===== config.mk =====
export PLATFORM = sky130hd
export DESIGN_NAME = mac16_share_sched_flat
export DESIGN_NICKNAME = d
export VERILOG_FILES = /design/src/rtl/mac16_share_sched_if.sv /design/src/rtl/mac16_share_sched.sv /design/src/flat_wrapper.sv
export SDC_FILE = /design/constraint.sdc
export NUM_CORES = 1
export LEC_CHECK = 0
export ABC_AREA = 1
export BUFFER_PORTS_ARGS = -buffer_cell sky130_fd_sc_hd__buf_4
export CORE_MARGIN = 10
export CORE_UTILIZATION = 30
export CTS_BUF_LIST = sky130_fd_sc_hd__clkbuf_4 sky130_fd_sc_hd__clkbuf_8
export CTS_CLUSTER_SIZE = 30
export DETAILED_ROUTE_END_ITERATION = 16
export PLACE_DENSITY = 0.54
export SYNTH_ARGS = -nofsm -noshare
export SYNTH_HDL_FRONTEND = slang
export SYNTH_SLANG_ARGS = --single-unit

===== constraint.sdc =====
create_clock -name clk -period 17.4 [get_ports clk]
set_clock_uncertainty 0.2 [all_clocks]
set_input_delay 1.74 -clock clk [delete_from_list [all_inputs] [get_ports clk]]
set_output_delay 1.74 -clock clk [all_outputs]
set_load 0.005 [all_outputs]

===== src/rtl/mac16_share_sched_if.sv =====
// Requester, multiplier and result signals of the shared MAC16 scheduler.
// The slave modport is the scheduler side.
interface mac16_share_sched_if #(
    parameter int NUM_REQ = 4,
    parameter int ID_W    = 2
);
    logic                   en;
    logic [NUM_REQ-1:0]     req_valid;
    logic [NUM_REQ-1:0]     req_ready;
    logic [NUM_REQ*16-1:0]  req_a;
    logic [NUM_REQ*16-1:0]  req_b;
    logic [NUM_REQ*2-1:0]   req_op;
    logic [15:0]            mul_a;
    logic [15:0]            mul_b;
    logic [31:0]            mul_o;
    logic                   res_valid;
    logic [ID_W-1:0]        res_id;
    logic [31:0]            res_p;
    logic                   busy;

    modport slave (
        input  en, req_valid, req_a, req_b, req_op, mul_o,
        output req_ready, mul_a, mul_b, res_valid, res_id, res_p, busy
    );

    modport master (
        output en, req_valid, req_a, req_b, req_op, mul_o,
        input  req_ready, mul_a, mul_b, res_valid, res_id, res_p, busy
    );
endinterface


===== src/rtl/mac16_share_sched.sv =====
// Round-robin scheduler sharing one signed 16x16 MAC16 multiplier
// between NUM_REQ requesters, with per-requester accumulators.
module mac16_share_sched #(
    parameter int NUM_REQ     = 4,
    parameter int MUL_LATENCY = 0,
    parameter int ID_W        = 2
) (
    input logic clk,
    input logic reset,
    mac16_share_sched_if.slave bus
);
    localparam int D = MUL_LATENCY + 1;

    logic [ID_W-1:0]    ptr_q;
    logic [15:0]        mul_a_q;
    logic [15:0]        mul_b_q;
    logic               tv_q  [D];
    logic [ID_W-1:0]    tid_q [D];
    logic [1:0]         top_q [D];
    logic [31:0]        acc_q [NUM_REQ];
    logic               res_valid_q;
    logic [ID_W-1:0]    res_id_q;
    logic [31:0]        res_p_q;

    logic               hs;
    logic [ID_W-1:0]    gnt;
    logic [ID_W-1:0]    idx;
    logic [15:0]        sel_a;
    logic [15:0]        sel_b;
    logic [1:0]         sel_op;
    logic [NUM_REQ-1:0] ready;
    logic [31:0]        mac_sum;
    logic               busy_c;

    // Cyclic search starting just after the last granted requester
    always_comb begin
        hs  = 1'b0;
        gnt = '0;
        idx = '0;
        for (int k = 1; k <= NUM_REQ; k++) begin
            idx = ID_W'((int'(ptr_q) + k) % NUM_REQ);
            if (!hs && bus.en && bus.req_valid[idx]) begin
                hs  = 1'b1;
                gnt = idx;
            end
        end
        hs = hs && !reset;
    end

    always_comb begin
        sel_a  = '0;
        sel_b  = '0;
        sel_op = '0;
        ready  = '0;
        for (int i = 0; i < NUM_REQ; i++) begin
            if (gnt == ID_W'(i)) begin
                sel_a    = bus.req_a[i*16 +: 16];
                sel_b    = bus.req_b[i*16 +: 16];
                sel_op   = bus.req_op[i*2 +: 2];
                ready[i] = hs;
            end
        end
    end

    always_comb begin
        busy_c = 1'b0;
        for (int s = 0; s < D; s++) begin
            busy_c = busy_c | tv_q[s];
        end
    end

    assign mac_sum = acc_q[tid_q[D-1]] + bus.mul_o;

    always_ff @(posedge clk or posedge reset) begin
        if (reset) begin
            ptr_q       <= ID_W'(NUM_REQ - 1);
            mul_a_q     <= '0;
            mul_b_q     <= '0;
            res_valid_q <= 1'b0;
            res_id_q    <= '0;
            res_p_q     <= '0;
            for (int s = 0; s < D; s++) begin
                tv_q[s]  <= 1'b0;
                tid_q[s] <= '0;
                top_q[s] <= '0;
            end
            for (int i = 0; i < NUM_REQ; i++) begin
                acc_q[i] <= '0;
            end
        end else begin
            tv_q[0]  <= hs;
            tid_q[0] <= gnt;
            top_q[0] <= sel_op;
            for (int s = 1; s < D; s++) begin
                tv_q[s]  <= tv_q[s-1];
                tid_q[s] <= tid_q[s-1];
                top_q[s] <= top_q[s-1];
            end
            if (hs) begin
                ptr_q   <= gnt;
                mul_a_q <= sel_a;
                mul_b_q <= sel_b;
            end
            res_valid_q <= tv_q[D-1];
            // Accumulator updates at the sampling edge, so chained MACs see it
            if (tv_q[D-1]) begin
                res_id_q <= tid_q[D-1];
                unique case (top_q[D-1])
                    2'b01: begin
                        acc_q[tid_q[D-1]] <= mac_sum;
                        res_p_q           <= mac_sum;
                    end
                    2'b10: begin
                        acc_q[tid_q[D-1]] <= bus.mul_o;
                        res_p_q           <= bus.mul_o;
                    end
                    default: res_p_q <= bus.mul_o;
                endcase
            end
        end
    end

    assign bus.req_ready = ready;
    assign bus.mul_a     = mul_a_q;
    assign bus.mul_b     = mul_b_q;
    assign bus.res_valid = res_valid_q;
    assign bus.res_id    = res_id_q;
    assign bus.res_p     = res_p_q;
    assign bus.busy      = busy_c;
endmodule


===== src/flat_wrapper.sv =====
// flat-port wrapper written by rule: the top's interface ports become plain ports
module mac16_share_sched_flat 
#(
    parameter int NUM_REQ     = 4,
    parameter int MUL_LATENCY = 0,
    parameter int ID_W        = 2
)
  (clk, reset, bus_en, bus_req_valid, bus_req_a, bus_req_b, bus_req_op, bus_mul_o, bus_req_ready, bus_mul_a, bus_mul_b, bus_res_valid, bus_res_id, bus_res_p, bus_busy);
  mac16_share_sched_if #(.NUM_REQ(NUM_REQ), .ID_W(ID_W)) bus_i ();
  input logic clk;
  input logic reset;
  input wire logic [$bits(bus_i.en)-1:0] bus_en;
  input wire logic [$bits(bus_i.req_valid)-1:0] bus_req_valid;
  input wire logic [$bits(bus_i.req_a)-1:0] bus_req_a;
  input wire logic [$bits(bus_i.req_b)-1:0] bus_req_b;
  input wire logic [$bits(bus_i.req_op)-1:0] bus_req_op;
  input wire logic [$bits(bus_i.mul_o)-1:0] bus_mul_o;
  output wire logic [$bits(bus_i.req_ready)-1:0] bus_req_ready;
  output wire logic [$bits(bus_i.mul_a)-1:0] bus_mul_a;
  output wire logic [$bits(bus_i.mul_b)-1:0] bus_mul_b;
  output wire logic [$bits(bus_i.res_valid)-1:0] bus_res_valid;
  output wire logic [$bits(bus_i.res_id)-1:0] bus_res_id;
  output wire logic [$bits(bus_i.res_p)-1:0] bus_res_p;
  output wire logic [$bits(bus_i.busy)-1:0] bus_busy;
  assign bus_i.en = bus_en;
  assign bus_i.req_valid = bus_req_valid;
  assign bus_i.req_a = bus_req_a;
  assign bus_i.req_b = bus_req_b;
  assign bus_i.req_op = bus_req_op;
  assign bus_i.mul_o = bus_mul_o;
  assign bus_req_ready = bus_i.req_ready;
  assign bus_mul_a = bus_i.mul_a;
  assign bus_mul_b = bus_i.mul_b;
  assign bus_res_valid = bus_i.res_valid;
  assign bus_res_id = bus_i.res_id;
  assign bus_res_p = bus_i.res_p;
  assign bus_busy = bus_i.busy;
  mac16_share_sched #(.NUM_REQ(NUM_REQ), .MUL_LATENCY(MUL_LATENCY), .ID_W(ID_W)) u_core (.clk(clk), .reset(reset), .bus(bus_i));
endmodule

==> parameters.txt, run 1 <==
Parameter                              Value

Synth
  Count of state elements after synthesis ... slightly above 200
  Number of flops mapped to enable cells by yosys ... 0
  Synthesized Nets ... 2,005
  Mean Syn Cell Area ... roughly 7.0 µm²
  Warning count from the yosys run ... 0
  Post-synth top flop ... sky130_fd_sc_hd__dfrtp_1
  Most common library cells after synthesis ... 608 x sky130_fd_sc_hd__nand2_1, 200 x sky130_fd_sc_hd__dfrtp_1, 200 x sky130_fd_sc_hd__nand3_1, 170 x sky130_fd_sc_hd__nor2_1, 156 x sky130_fd_sc_hd__inv_1
  Most frequent cell after synthesis ... sky130_fd_sc_hd__nand2_1
  Portion of synthesized cell area occupied by the leading cell type ... roughly 40%
  Ys async rst share ... between 90% and 100%
  Count of unique library cells instantiated by Yosys ... 42
  Sequential fraction of the synthesis area ... 40.3%
  Synthesized instance count ... ~1,800
  Most area-hungry cell type in the Yosys netlist ... sky130_fd_sc_hd__dfrtp_1
  Cell Area, Synth ... approximately 13,000 µm²
  Cell types with the largest area share after synthesis ... sky130_fd_sc_hd__dfrtp_1 40%, sky130_fd_sc_hd__nand2_1 18%, sky130_fd_sc_hd__nand3_1 8.0%

Run
  Count of maximum capacitance violations ... 0

Timing
  Final setup violation count ... 0
  Final period utilization ... around a third
  Final number of hold-violating endpoints ... 0
  Setup total negative slack ... 0 ns
  Unrepaired setup endpoints after global routing ... false
  Achievable frequency ... roughly 0.17 GHz
  Slew Limit Fails ... 0
  Worst Tran Pin Value ... between 1 and 1.5 ns
  Final period demand of the worst path ... slightly below 6 ns
  Worst setup slack after layout ... roughly 11 ns
  Max-slew headroom ... a little under a third

Worst setup path
  Ordered list of cells on the worst path ... buf_4 > nand2_1 > nand2_1 > nand2_1 > nand2_2 > nand2_1 > nand2_1 > inv_2 > nand3_1 > nand3_1 > nand2_2 > inv_2 > nand2_1 > nor2_1 > buf_4
  Launching element of the worst setup path ... bus_req_valid[2]
  Crit Path Class ... primary input to output pin
  Kind of capture point of the worst setup path ... output pin
  Element type at the critical path start ... primary input
  Critical Path Fanout Max ... 45
  Source of the worst register-to-register timing path ... u_core.tid_q[1]
  Worst r2r dst ... u_core.acc_q[63]
  Setup slack, reg-to-reg ... 13.30 ns
  Crit-path slowest cell ... sky130_fd_sc_hd__inv_2
  Capturing element of the worst setup path ... bus_req_ready[1]
  Most prevalent standard cell on the critical path ... sky130_fd_sc_hd__nand2_1
  Worst Reg2Reg Path Length in Cells ... 16
  Worst endpoint required time ... roughly 15 ns
  Maximum cell stage delay along the critical path ... roughly 0.67 ns
  Critical Path AT ... between 3 and 4 ns

Floorplan
  Number of primary I/O pins ... between 200 and 250
  Width of the die ... approximately 220 µm
  Placement Rows ... between 70 and 80
  Placeable Area ... between 40,000 and 50,000 µm²
  Die ar. ... around 50,000 µm²
  Die Y-Extent ... between 200 and 250 µm
  Initial cell density of the core ... 30.5%

GRT
  Wire length of the first global-routing pass ... between 70 and 80 mm
  Vias in the first global route ... approximately 13,000
  Maximum number of pins on one net before global-route repair ... 82
  Residual overflow from global routing ... 0
  Global routing usage summed across all routing layers ... a little under a fifth
  Number of antenna violations at the first check in global routing ... 1

Pwr
  Worst VDD drop ... 77.5 µV
  Static power due to leakage ... a little over 8 nW
  Pwr/cell area ... 227 nW/µm²

Routing
  # DRC ... 0
  DR iter-0 viols ... 840
  Remaining number of nets flagged by the antenna check after routing ... 0
  Average wire per standard cell ... roughly 18 µm
  Total length of routed wires ... between 40 and 50 mm
  Vias ... 12,899
  Detailed Routing Iterations Pass 1 ... 5
  Vias/cell ... between 5 and 6

Clocking
  Clock root buffer master ... sky130_fd_sc_hd__clkbuf_8
  Number of buffers created by CTS ... 39
  Clock-pin slew on the worst setup and hold paths ... 0.05 ns
  Number of instances resized during post-cts repair ... 0
  H-tree depth ... 2
  Hold_buf cts ... 0
  CTS Sinks ... a little over 200
  Longest Clk Path Bufs ... 3
  CTS tree ... yes
  Clock latency on the worst-skew pair ... around 0.57 ns
  Number of buffers added for setup after CTS ... 0

Outcome
  Result of the run ... complete, no violations

Layout
  Layout cells sized above 1 ... a little under a fifth
  Filler Cell Count ... around 4,400
  Area grow syn2layout ... 24.4%
  Diode insertion count for antenna repair ... 0
  Layout net count ... ~2,200

Place
  Post-DP HPWL ... about 35 mm
  RePlAce Congestion ... a little under 1
  Number of I/O port buffers ... 246
  Placement Setup Slack ... 11.44 ns

Hold path
  Hold Crit Class ... flop to flop
==> state kept, by name, indices dropped and copies added (netlist names) <==
name and count:
u_core.top_q 2, u_core.bus.mul_b 16, u_core.acc_q 128, u_core.bus.res_valid 1, u_core.bus.res_id 2, u_core.tid_q 2, u_core.bus.busy 1, u_core.ptr_q 2
u_core.bus.res_p 32, u_core.bus.mul_a 16
==> per-layer routing <==
| layer | track usage (%) | wire length [µm] | share of wire [%] | vias to the layer above |
|---|---|---|---|---|
| met5 | 0 | 0 | 0 | - |
| li1 | - | - | - | 6307 |
| met3 | 6.13 | 4340 | 9.1 | 72 |
| met4 | 5.15 | 1090 | 2.3 | 0 |
| met2 | 30.1 | 21600 | 45 | 491 |
| met1 | 23.3 | 20600 | 43 | 6029 |
==> where the power goes <==
part           switching (mW)  internal [mW]
sequential              0.125          0.711
combinational            1.48          0.734
clock                   0.215          0.277
==> final cells by class <==
cell class | count | area [µm²] | area share [%]
clock inverters | 6 | 36.3 | 0.233
multi-input cells | 1348 | 6480 | 41.6
well taps | 532 | 666 | 4.27
inverters | 166 | 631 | 4.04
clock buffers | 64 | 762 | 4.89
repair buffers | 261 | 1960 | 12.6
flip-flops and latches | 202 | 5060 | 32.4
==> metrics by stage <==
step,hold WS (ns),total power [mW],util (%),cells,cell area [µm²]
4_1_cts,0.281,3.56,37.9,2579,15600
3_3_place_gp,0.262,3.03,36.0,2509,14800
5_1_grt,0.291,3.90,37.9,2579,15600
6_report,0.277,3.54,37.9,2579,15600
3_5_place_dp,0.267,3.05,36.0,2509,14800
2_1_floorplan,0.191,2.34,-,1796,12500
==> cell usage in the layout, fill, tap and decap left out, types with 15 or more instances in the layout <==
master	synthesis	final
sky130_fd_sc_hd__a21oi_1	35	35
sky130_fd_sc_hd__a22oi_1	40	40
sky130_fd_sc_hd__buf_4	5	261
sky130_fd_sc_hd__clkbuf_4	0	19
sky130_fd_sc_hd__clkbuf_8	0	45
sky130_fd_sc_hd__dfrtp_1	200	200
sky130_fd_sc_hd__ha_1	33	32
sky130_fd_sc_hd__inv_1	156	155
sky130_fd_sc_hd__nand2_1	608	608
sky130_fd_sc_hd__nand3_1	200	200
sky130_fd_sc_hd__nand4_1	18	18
sky130_fd_sc_hd__nor2_1	170	166
sky130_fd_sc_hd__o211ai_1	15	15
sky130_fd_sc_hd__o21ai_0	113	113
sky130_fd_sc_hd__o21ai_1	15	15
sky130_fd_sc_hd__o221ai_1	18	18
sky130_fd_sc_hd__or2_2	15	15
==> worst min-delay path by stage <==
| stage | cells after the start | slack [ns] | start | endpoint |
|---|---|---|---|---|
| finish | 2 | 0.28 | u_core.bus.mul_b[6] | u_core.bus.mul_b[6] |
| global route | 2 | 0.29 | u_core.acc_q[126] | u_core.acc_q[126] |
| CTS | 2 | 0.28 | u_core.acc_q[73] | u_core.acc_q[73] |
| detailed placement | 2 | 0.27 | u_core.bus.mul_b[1] | u_core.bus.mul_b[1] |
| global placement | 2 | 0.26 | u_core.acc_q[66] | u_core.acc_q[66] |
| floorplan | 0 | 0.19 | u_core.bus.busy | u_core.bus.res_valid |
==> cells by family (layout without fill, tap and decap cells) <==
logic type | Yosys count | in the layout | share of synthesized area, %
DFF | 202 | 202 | 40.3
AOI/OAI and AO/OA | 265 | 265 | 12.8
xor gates and xnor gates | 10 | 10 | 0.699
buffers and inverters | 246 | 497 | 8.03
and+or+nand+nor | 1039 | 1039 | 34.6
adders and majority gates | 34 | 34 | 3.45
==> critical path: cells and delay by family <==
kind	cells	cell delay (ns)
simple gates	11	1.18
buf+inv	4	0.99
Power figures use the tool's default switching activity.
==> run 2: changes to the inputs <==
PLACE_DENSITY = 0.55   (was 0.54)
clock period = 5 ns   (was 17.4 ns; I/O delays follow)
==> parameters.txt, run 2 (synthesized netlist as in run 1, its figures left out) <==
Parameter                              Value

Routing
  Detailed Routing Iterations Pass 1 ... 8 (+3)
  Vias/cell ... 4.97 (-0.67%)
  Remaining number of nets flagged by the antenna check after routing ... 0 (unchanged)
  DR iter-0 viols ... 865 (+3.0%)
  # DRC ... 0 (unchanged)
  Total length of routed wires ... 47.2 mm (-0.89%)
  Average wire per standard cell ... 18.0 µm (-2.9%)
  Vias ... 13,071 (+1.3%)

Layout
  Layout net count ... 2,280 (+2.4%)
  Area taken by flip-flops and latches ... 5060 µm² (unchanged)
  Number of flip-flops under the largest register name ... 128 (unchanged)
  Diode insertion count for antenna repair ... 0 (unchanged)
  Layout cells sized above 1 ... 18.5% (-0.079 points)
  Area occupied by multi-input gates ... 6490 µm² (about the same)
  Filler Cell Count ... 4,295 (-1.9%)
  Commonest cells after routing, fill and taps aside ... 606 x sky130_fd_sc_hd__nand2_1, 266 x sky130_fd_sc_hd__buf_4, 200 x sky130_fd_sc_hd__nand3_1, 200 x sky130_fd_sc_hd__dfrtp_1, 166 x sky130_fd_sc_hd__nor2_1
  Register with the most flip-flops ... u_core.acc_q
  Most common cell after layout, fill and taps aside ... sky130_fd_sc_hd__nand2_1
  Area grow syn2layout ... 28.9%
  Final std cells w/o fill ... 2,631 (+2.0%)

Clocking
  CTS tree ... yes
  Clock latency on the worst-skew pair ... 0.59 ns (+0.02 ns)
  Clock root buffer master ... sky130_fd_sc_hd__clkbuf_8
  Number of buffers added for setup after CTS ... 0 (unchanged)
  Number of buffers created by CTS ... 40 (+2.6%)
  Clock-pin slew on the worst setup and hold paths ... 0.06 ns (about the same)
  Longest Clk Path Bufs ... 3 (unchanged)
  CTS Sinks ... 202 (unchanged)
  H-tree depth ... 2 (unchanged)
  Number of instances resized during post-cts repair ... 0 (unchanged)

Place
  RePlAce Congestion ... 0.995 (+3.3%)
  Placement Setup Slack ... 1.20 ns (-10.24 ns)
  Post-DP HPWL ... 34.6 mm (+0.20%)
  Number of I/O port buffers ... 246 (unchanged)
  Cells after DPL ... 2,515 (+0.24%)

Floorplan
  Placement Rows ... 74 (unchanged)
  Initial cell density of the core ... 30.5% (unchanged)
  Die Y-Extent ... 224 µm (unchanged)
  Width of the die ... 224 µm (unchanged)
  Placeable Area ... 41,100 µm² (unchanged)
  Number of primary I/O pins ... 247 (unchanged)
  Die ar. ... 50,400 µm² (unchanged)

Worst setup path
  Kind of cell adding the most delay to the critical path ... simple AND/OR/NAND/NOR gates
  Element type at the critical path start ... flop
  Ordered list of cells on the worst path ... inv_2 > nand2_1 > nand2_2 > nand2_1 > nand2_2 > a21oi_1 > o21ai_2 > nand2_1 > nand2_2 > nor2_8 > nand2_1 > nand3_1 > dlygate4sd3_1 > nand2_1 > dlygate4sd3_1 > nand2_1
  Sum of buffers and inverters on the critical path ... 3 (-1)
  Most prevalent standard cell on the critical path ... sky130_fd_sc_hd__nand2_1
  Maximum cell stage delay along the critical path ... 0.67 ns (about the same)
  Worst r2r dst ... u_core.bus.mul_a[3]
  Critical Path AT ... 4.27 ns (+0.30 ns)
  Worst Reg2Reg Path Length in Cells ... 16 (unchanged)
  Kind of capture point of the worst setup path ... flop
  Crit Path Class ... flop to flop
  Setup slack, reg-to-reg ... 1.04 ns (-12.26 ns)
  Worst endpoint required time ... 5.31 ns (-10.15 ns)
  Critical Path Fanout Max ... 26 (-42%)
  Source of the worst register-to-register timing path ... u_core.ptr_q[0]
  Crit-path slowest cell ... sky130_fd_sc_hd__dfstp_2

Pwr
  Pwr/cell area ... 777 nW/µm² (+240%)
  Fraction of power spent switching nets ... 50.8% (-0.64 points)
  Gate power share ... 62.4% (about the same)
  Share of power burned in registers ... 23.3% (-0.3 points)
  Worst VDD drop ... 409 µV (+430%)
  Total power consumption of the routed design ... 12.6 mW (+250%)
  Psw ... 6.37 mW (+250%)
  Clk network pwr share ... 14.2% (+0.3 points)
  Static power due to leakage ... 8.37 nW (+2.9%)
  Internal power component ... 6.18 mW (+260%)

GRT
  Residual overflow from global routing ... 0 (unchanged)
  Maximum number of pins on one net before global-route repair ... 172 (+110%)
  Global routing usage summed across all routing layers ... 18.6% (about the same)
  Number of antenna violations at the first check in global routing ... 0 (-1)
  Vias in the first global route ... 13,267 (+0.90%)
  Wire length of the first global-routing pass ... 75.0 mm (+0.34%)

Hold path
  Min-Delay Startpoint ... bus_mul_o[0]
  Hold Crit Class ... primary input to flop
  Hold-critical path depth ... 3 (+1)
  WHS Endpoint ... u_core.acc_q[64]

Timing
  Worst setup slack after layout ... 1.04 ns (-10.44 ns)
  Final period utilization ... 79.2%
  Max-slew headroom ... 30.7% (-0.83 points)
  Final setup violation count ... 0 (unchanged)
  Setup total negative slack ... 0 ns (unchanged)
  Achievable frequency ... 0.253 GHz
  Unrepaired setup endpoints after global routing ... false
  Slew Limit Fails ... 0 (unchanged)
  Worst Tran Pin Value ... 1.04 ns (+0.0136 ns)
  Final number of hold-violating endpoints ... 0 (unchanged)
  Final period demand of the worst path ... between 3 and 4 ns

Outcome
  Result of the run ... complete, no violations

Run
  Count of maximum capacitance violations ... 0 (unchanged)
run 2: cell types whose count changed in the layout (fill, tap and decap cells not counted), sizes merged:
cell / delta
inv: -2
buf: +6
dlygate4sd3: +46
clkinv: +2
run 2: routing by layer:
metal | global-route usage [%] | wire [µm] | vias up
li1 | - | - | 6405
met1 | 23.4 | 20700 | 6086
met2 | 30.1 | 21300 | 504
met3 | 5.30 | 3920 | 76
met4 | 6.10 | 1330 | 0
met5 | 0 | 0 | -
run 2: area by class of cell:
| type | instances | area share (%) |
|---|---|---|
| multi-input combinational | 1348 | 40.2 |
| inverter | 166 | 3.88 |
| sequential | 202 | 31.3 |
| tap | 532 | 4.12 |
| clock inverter | 6 | 0.186 |
| clock buffer | 64 | 4.99 |
| timing repair buffer | 313 | 15.3 |
run 2: per-stage QoR:
step           util, %  hold WS, ns  instance area, µm²
2_1_floorplan        -        0.191               12600
3_3_place_gp      36.1        0.263               14900
3_5_place_dp      36.1        0.265               14900
4_1_cts           39.3     0.000164               16200
5_1_grt           39.3       0.0264               16200
6_report          39.3       0.0438               16200
run 2: worst max-delay path by stage:
stage,from,depth (start not counted),end,slack (ns)
finish,u_core.ptr_q[0],16,u_core.bus.mul_a[3],1.04
global route,u_core.ptr_q[0],11,bus_req_ready[3],0.73
CTS,u_core.ptr_q[0],11,bus_req_ready[3],0.98
detailed placement,u_core.tid_q[1],17,u_core.acc_q[93],1.20
global placement,u_core.tid_q[1],17,u_core.acc_q[125],1.15
floorplan,reset,6,bus_req_ready[2],-0.06
run 2: power groups by stage:
stage               registers, mW  logic (mW)  clock network (mW)
floorplan                    2.84        5.33                   0
global placement             2.93        7.66                   0
detailed placement           2.92        7.71                   0
CTS                          2.92        7.85                1.85
global route                 3.02        8.84                1.92
finish                       2.93        7.84                1.78
run 2: worst reg2reg max path, stage by stage, from the launching register on:
cell and delay [ns]:
sky130_fd_sc_hd__dfstp_2 0.67, sky130_fd_sc_hd__inv_2 0.12, sky130_fd_sc_hd__nand2_1 0.09, sky130_fd_sc_hd__nand2_2 0.07
sky130_fd_sc_hd__nand2_1 0.09, sky130_fd_sc_hd__nand2_2 0.08, sky130_fd_sc_hd__a21oi_1 0.16, sky130_fd_sc_hd__o21ai_2 0.09
sky130_fd_sc_hd__nand2_1 0.08, sky130_fd_sc_hd__nand2_2 0.34, sky130_fd_sc_hd__nor2_8 0.48, sky130_fd_sc_hd__nand2_1 0.11
sky130_fd_sc_hd__nand3_1 0.10, sky130_fd_sc_hd__dlygate4sd3_1 0.54, sky130_fd_sc_hd__nand2_1 0.05, sky130_fd_sc_hd__dlygate4sd3_1 0.55
sky130_fd_sc_hd__nand2_1 0.06
run 2: timing repair:
action	4_1_cts	5_1_grt
endpoints found under the setup margin	0	0
endpoints found under the hold margin	63	0
hold buffers	46	0
==> run 3: changes to the inputs <==
PLACE_DENSITY = 0.54   (was 0.55)
clock period = 3.73 ns   (was 5 ns; I/O delays follow)
==> parameters.txt, run 3 (synthesized netlist as in run 1, its figures left out) <==
Parameter                              Value

Worst setup path
  Crit Path Class ... flop to flop
  Source of the worst register-to-register timing path ... u_core.tid_q[0]
  Launching element of the worst setup path ... u_core.tid_q[0]
  Element type at the critical path start ... flop
  Worst endpoint required time ... 4.00 ns (-1.31 ns)
  Kind of capture point of the worst setup path ... flop
  Critical Path AT ... 3.76 ns (-0.51 ns)
  Critical Path Fanout Max ... 23 (-12%)

Clocking
  Longest Clk Path Bufs ... 3 (unchanged)
  CTS Sinks ... 202 (unchanged)
  Clock latency on the worst-skew pair ... 0.60 ns (about the same)
  CTS tree ... yes
  Number of buffers created by CTS ... 40 (unchanged)
  Clock-pin slew on the worst setup and hold paths ... 0.06 ns (about the same)
  H-tree depth ... 2 (unchanged)
  Clock root buffer master ... sky130_fd_sc_hd__clkbuf_8
  Number of buffers added for setup after CTS ... 0 (unchanged)

GRT
  Number of antenna violations at the first check in global routing ... 1 (+1)
  Vias in the first global route ... 13,935 (+5.0%)
  Maximum number of pins on one net before global-route repair ... 168 (-2.3%)
  Wire length of the first global-routing pass ... 76.5 mm (+2.0%)
  Global routing usage summed across all routing layers ... 19.1% (+0.47 points)
  Residual overflow from global routing ... 0 (unchanged)

Layout
  Area occupied by multi-input gates ... 6510 µm² (+0.35%)
  Commonest cells after routing, fill and taps aside ... 606 x sky130_fd_sc_hd__nand2_1, 282 x sky130_fd_sc_hd__buf_4, 200 x sky130_fd_sc_hd__dfrtp_1, 198 x sky130_fd_sc_hd__nand3_1, 166 x sky130_fd_sc_hd__nor2_1
  Filler Cell Count ... 4,283 (-0.28%)
  Area taken by flip-flops and latches ... 5060 µm² (unchanged)
  Layout net count ... 2,367 (+3.8%)
  Fraction of the core area covered by cells at the end of the flow ... 41.3% (+2.0 points)
  Layout cells sized above 1 ... 18.6% (+0.13 points)
  Most common cell after layout, fill and taps aside ... sky130_fd_sc_hd__nand2_1
  Layout Cell Area excl Fill ... 17,000 µm² (+5.2%)
  Register with the most flip-flops ... u_core.acc_q
  Number of flip-flops under the largest register name ... 128 (unchanged)
  Area grow syn2layout ... 35.5%

Timing
  Final number of hold-violating endpoints ... 0 (unchanged)
  Final period demand of the worst path ... 3.50 ns (-0.459 ns)
  Worst Tran Pin Value ... 1.00 ns (-0.0369 ns)
  Achievable frequency ... 0.286 GHz (+13%)
  Slew Limit Fails ... 0 (unchanged)
  Max-slew headroom ... 33.1% (+2.5 points)
  Worst hold margin ... 0.0893 ns (+0.0455 ns)
  Final setup violation count ... 0 (unchanged)
  Final period utilization ... 93.8% (+15 points)
  Unrepaired setup endpoints after global routing ... true

Pwr
  Clk network pwr share ... 13.5% (-0.7 points)
  Psw ... 8.66 mW (+36%)
  Gate power share ... 63.9% (+1.5 points)
  Static power due to leakage ... 8.73 nW (+4.3%)
  Share of power burned in registers ... 22.7% (-0.6 points)
  Worst VDD drop ... 442 µV (+8.2%)
  Fraction of power spent switching nets ... 49.9% (-0.82 points)
  Pwr/cell area ... 1020 nW/µm² (+31%)
  Internal power component ... 8.68 mW (+40%)
  Total power consumption of the routed design ... 17.3 mW (+38%)

Floorplan
  Number of primary I/O pins ... 247 (unchanged)
  Width of the die ... 224 µm (unchanged)
  Die Y-Extent ... 224 µm (unchanged)
  Placeable Area ... 41,100 µm² (unchanged)
  Die ar. ... 50,400 µm² (unchanged)
  Initial cell density of the core ... 30.5% (unchanged)
  Placement Rows ... 74 (unchanged)

Place
  Post-DP HPWL ... 35.5 mm (+2.7%)
  RePlAce Congestion ... 0.972 (-2.3%)
  Area after DPL ... 15,000 µm² (+1.1%)
  Number of I/O port buffers ... 246 (unchanged)

Routing
  Remaining number of nets flagged by the antenna check after routing ... 0 (unchanged)
  Detailed Routing Iterations Pass 1 ... 6 (-2)
  DR iter-0 viols ... 912 (+5.4%)
  Vias ... 13,446 (+2.9%)
  Average wire per standard cell ... 17.9 µm (-0.49%)
  Total length of routed wires ... 48.5 mm (+2.7%)
  # DRC ... 0 (unchanged)
  Vias/cell ... 4.95 (-0.28%)

Run
  Count of maximum capacitance violations ... 0 (unchanged)

Hold path
  Hold Crit Class ... primary input to flop
  Min-Delay Startpoint ... bus_en

Outcome
  Result of the run ... complete, no violations
run 3: worst paths after layout:
| check | slack [ns] | to | cells past startpoint |
|---|---|---|---|
| worst max-delay path | 0.23 | u_core.acc_q[95] | 15 |
| worst min-delay path | 0.09 | u_core.tid_q[1] | 5 |
| worst max register to register | 0.23 | u_core.acc_q[95] | 15 |
| worst min register to register | 0.27 | u_core.bus.res_id[1] | 2 |
| max in group asynchronous | 1.63 | u_core.acc_q[86] | 5 |
| min in group asynchronous | 0.33 | u_core.bus.mul_a[11] | 4 |
run 3: what timing repair did:
| item | in CTS | in global routing |
|---|---|---|
| hold buffers | 114 | 0 |
| hold endpoints to repair | 215 | 0 |
| setup endpoints to repair | 0 | 24 |
| resized for setup | 0 | 6 |
run 3: critical path, stage by stage, from the launching register on:
cell and delay [ns]:
sky130_fd_sc_hd__dfrtp_1 0.40, sky130_fd_sc_hd__inv_1 0.11, sky130_fd_sc_hd__nor2_2 0.08, sky130_fd_sc_hd__buf_12 0.18, sky130_fd_sc_hd__a22oi_1 0.16, sky130_fd_sc_hd__o221ai_1 0.16, sky130_fd_sc_hd__ha_1 0.38, sky130_fd_sc_hd__inv_1 0.10
sky130_fd_sc_hd__o21ai_0 0.43, sky130_fd_sc_hd__a21oi_1 0.25, sky130_fd_sc_hd__nand2_1 0.26, sky130_fd_sc_hd__nand3_1 0.19, sky130_fd_sc_hd__nand3_1 0.14, sky130_fd_sc_hd__nand3_1 0.17, sky130_fd_sc_hd__nand2_1 0.10, sky130_fd_sc_hd__nand2_1 0.05
run 3: metal layers:
layer / share of wire (%) / track usage [%] / vias to the layer above
met4: 3.7 / 8.09 / 0
li1: - / - / 6599
met1: 43 / 23.3 / 6260
met2: 46 / 31.4 / 479
met5: 0 / 0 / -
met3: 7.3 / 4.80 / 108
run 3: cell type report:
class	instances	share of cell area, %
diodes	1	0.0147
clock buffers	61	4.54
clock inverters	4	0.147
inverters	166	3.69
multi-input cells	1348	38.3
flip-flops and latches	202	29.8
well taps	532	3.92
repair buffers	400	19.6
run 3: power groups by stage:
| stage | Clock, mW | Sequential, mW | Combinational, mW |
|---|---|---|---|
| 2_1_floorplan | 0 | 3.80 | 7.15 |
| 3_3_place_gp | 0 | 3.93 | 10.5 |
| 3_5_place_dp | 0 | 3.93 | 10.5 |
| 4_1_cts | 2.44 | 3.93 | 11.0 |
| 5_1_grt | 2.52 | 4.06 | 12.4 |
| 6_report | 2.33 | 3.93 | 11.1 |
run 3: through the flow:
stage                     worst slack [ns]  setup TNS, ns  std cells
after detailed placement             0.229              0       2534
after floorplan                      -1.07         -35.75       1796
after global placement               0.258              0       2534
after global routing               -0.0158        -0.0228       2714
after CTS                            0.171              0       2713
final                                0.230              0       2714
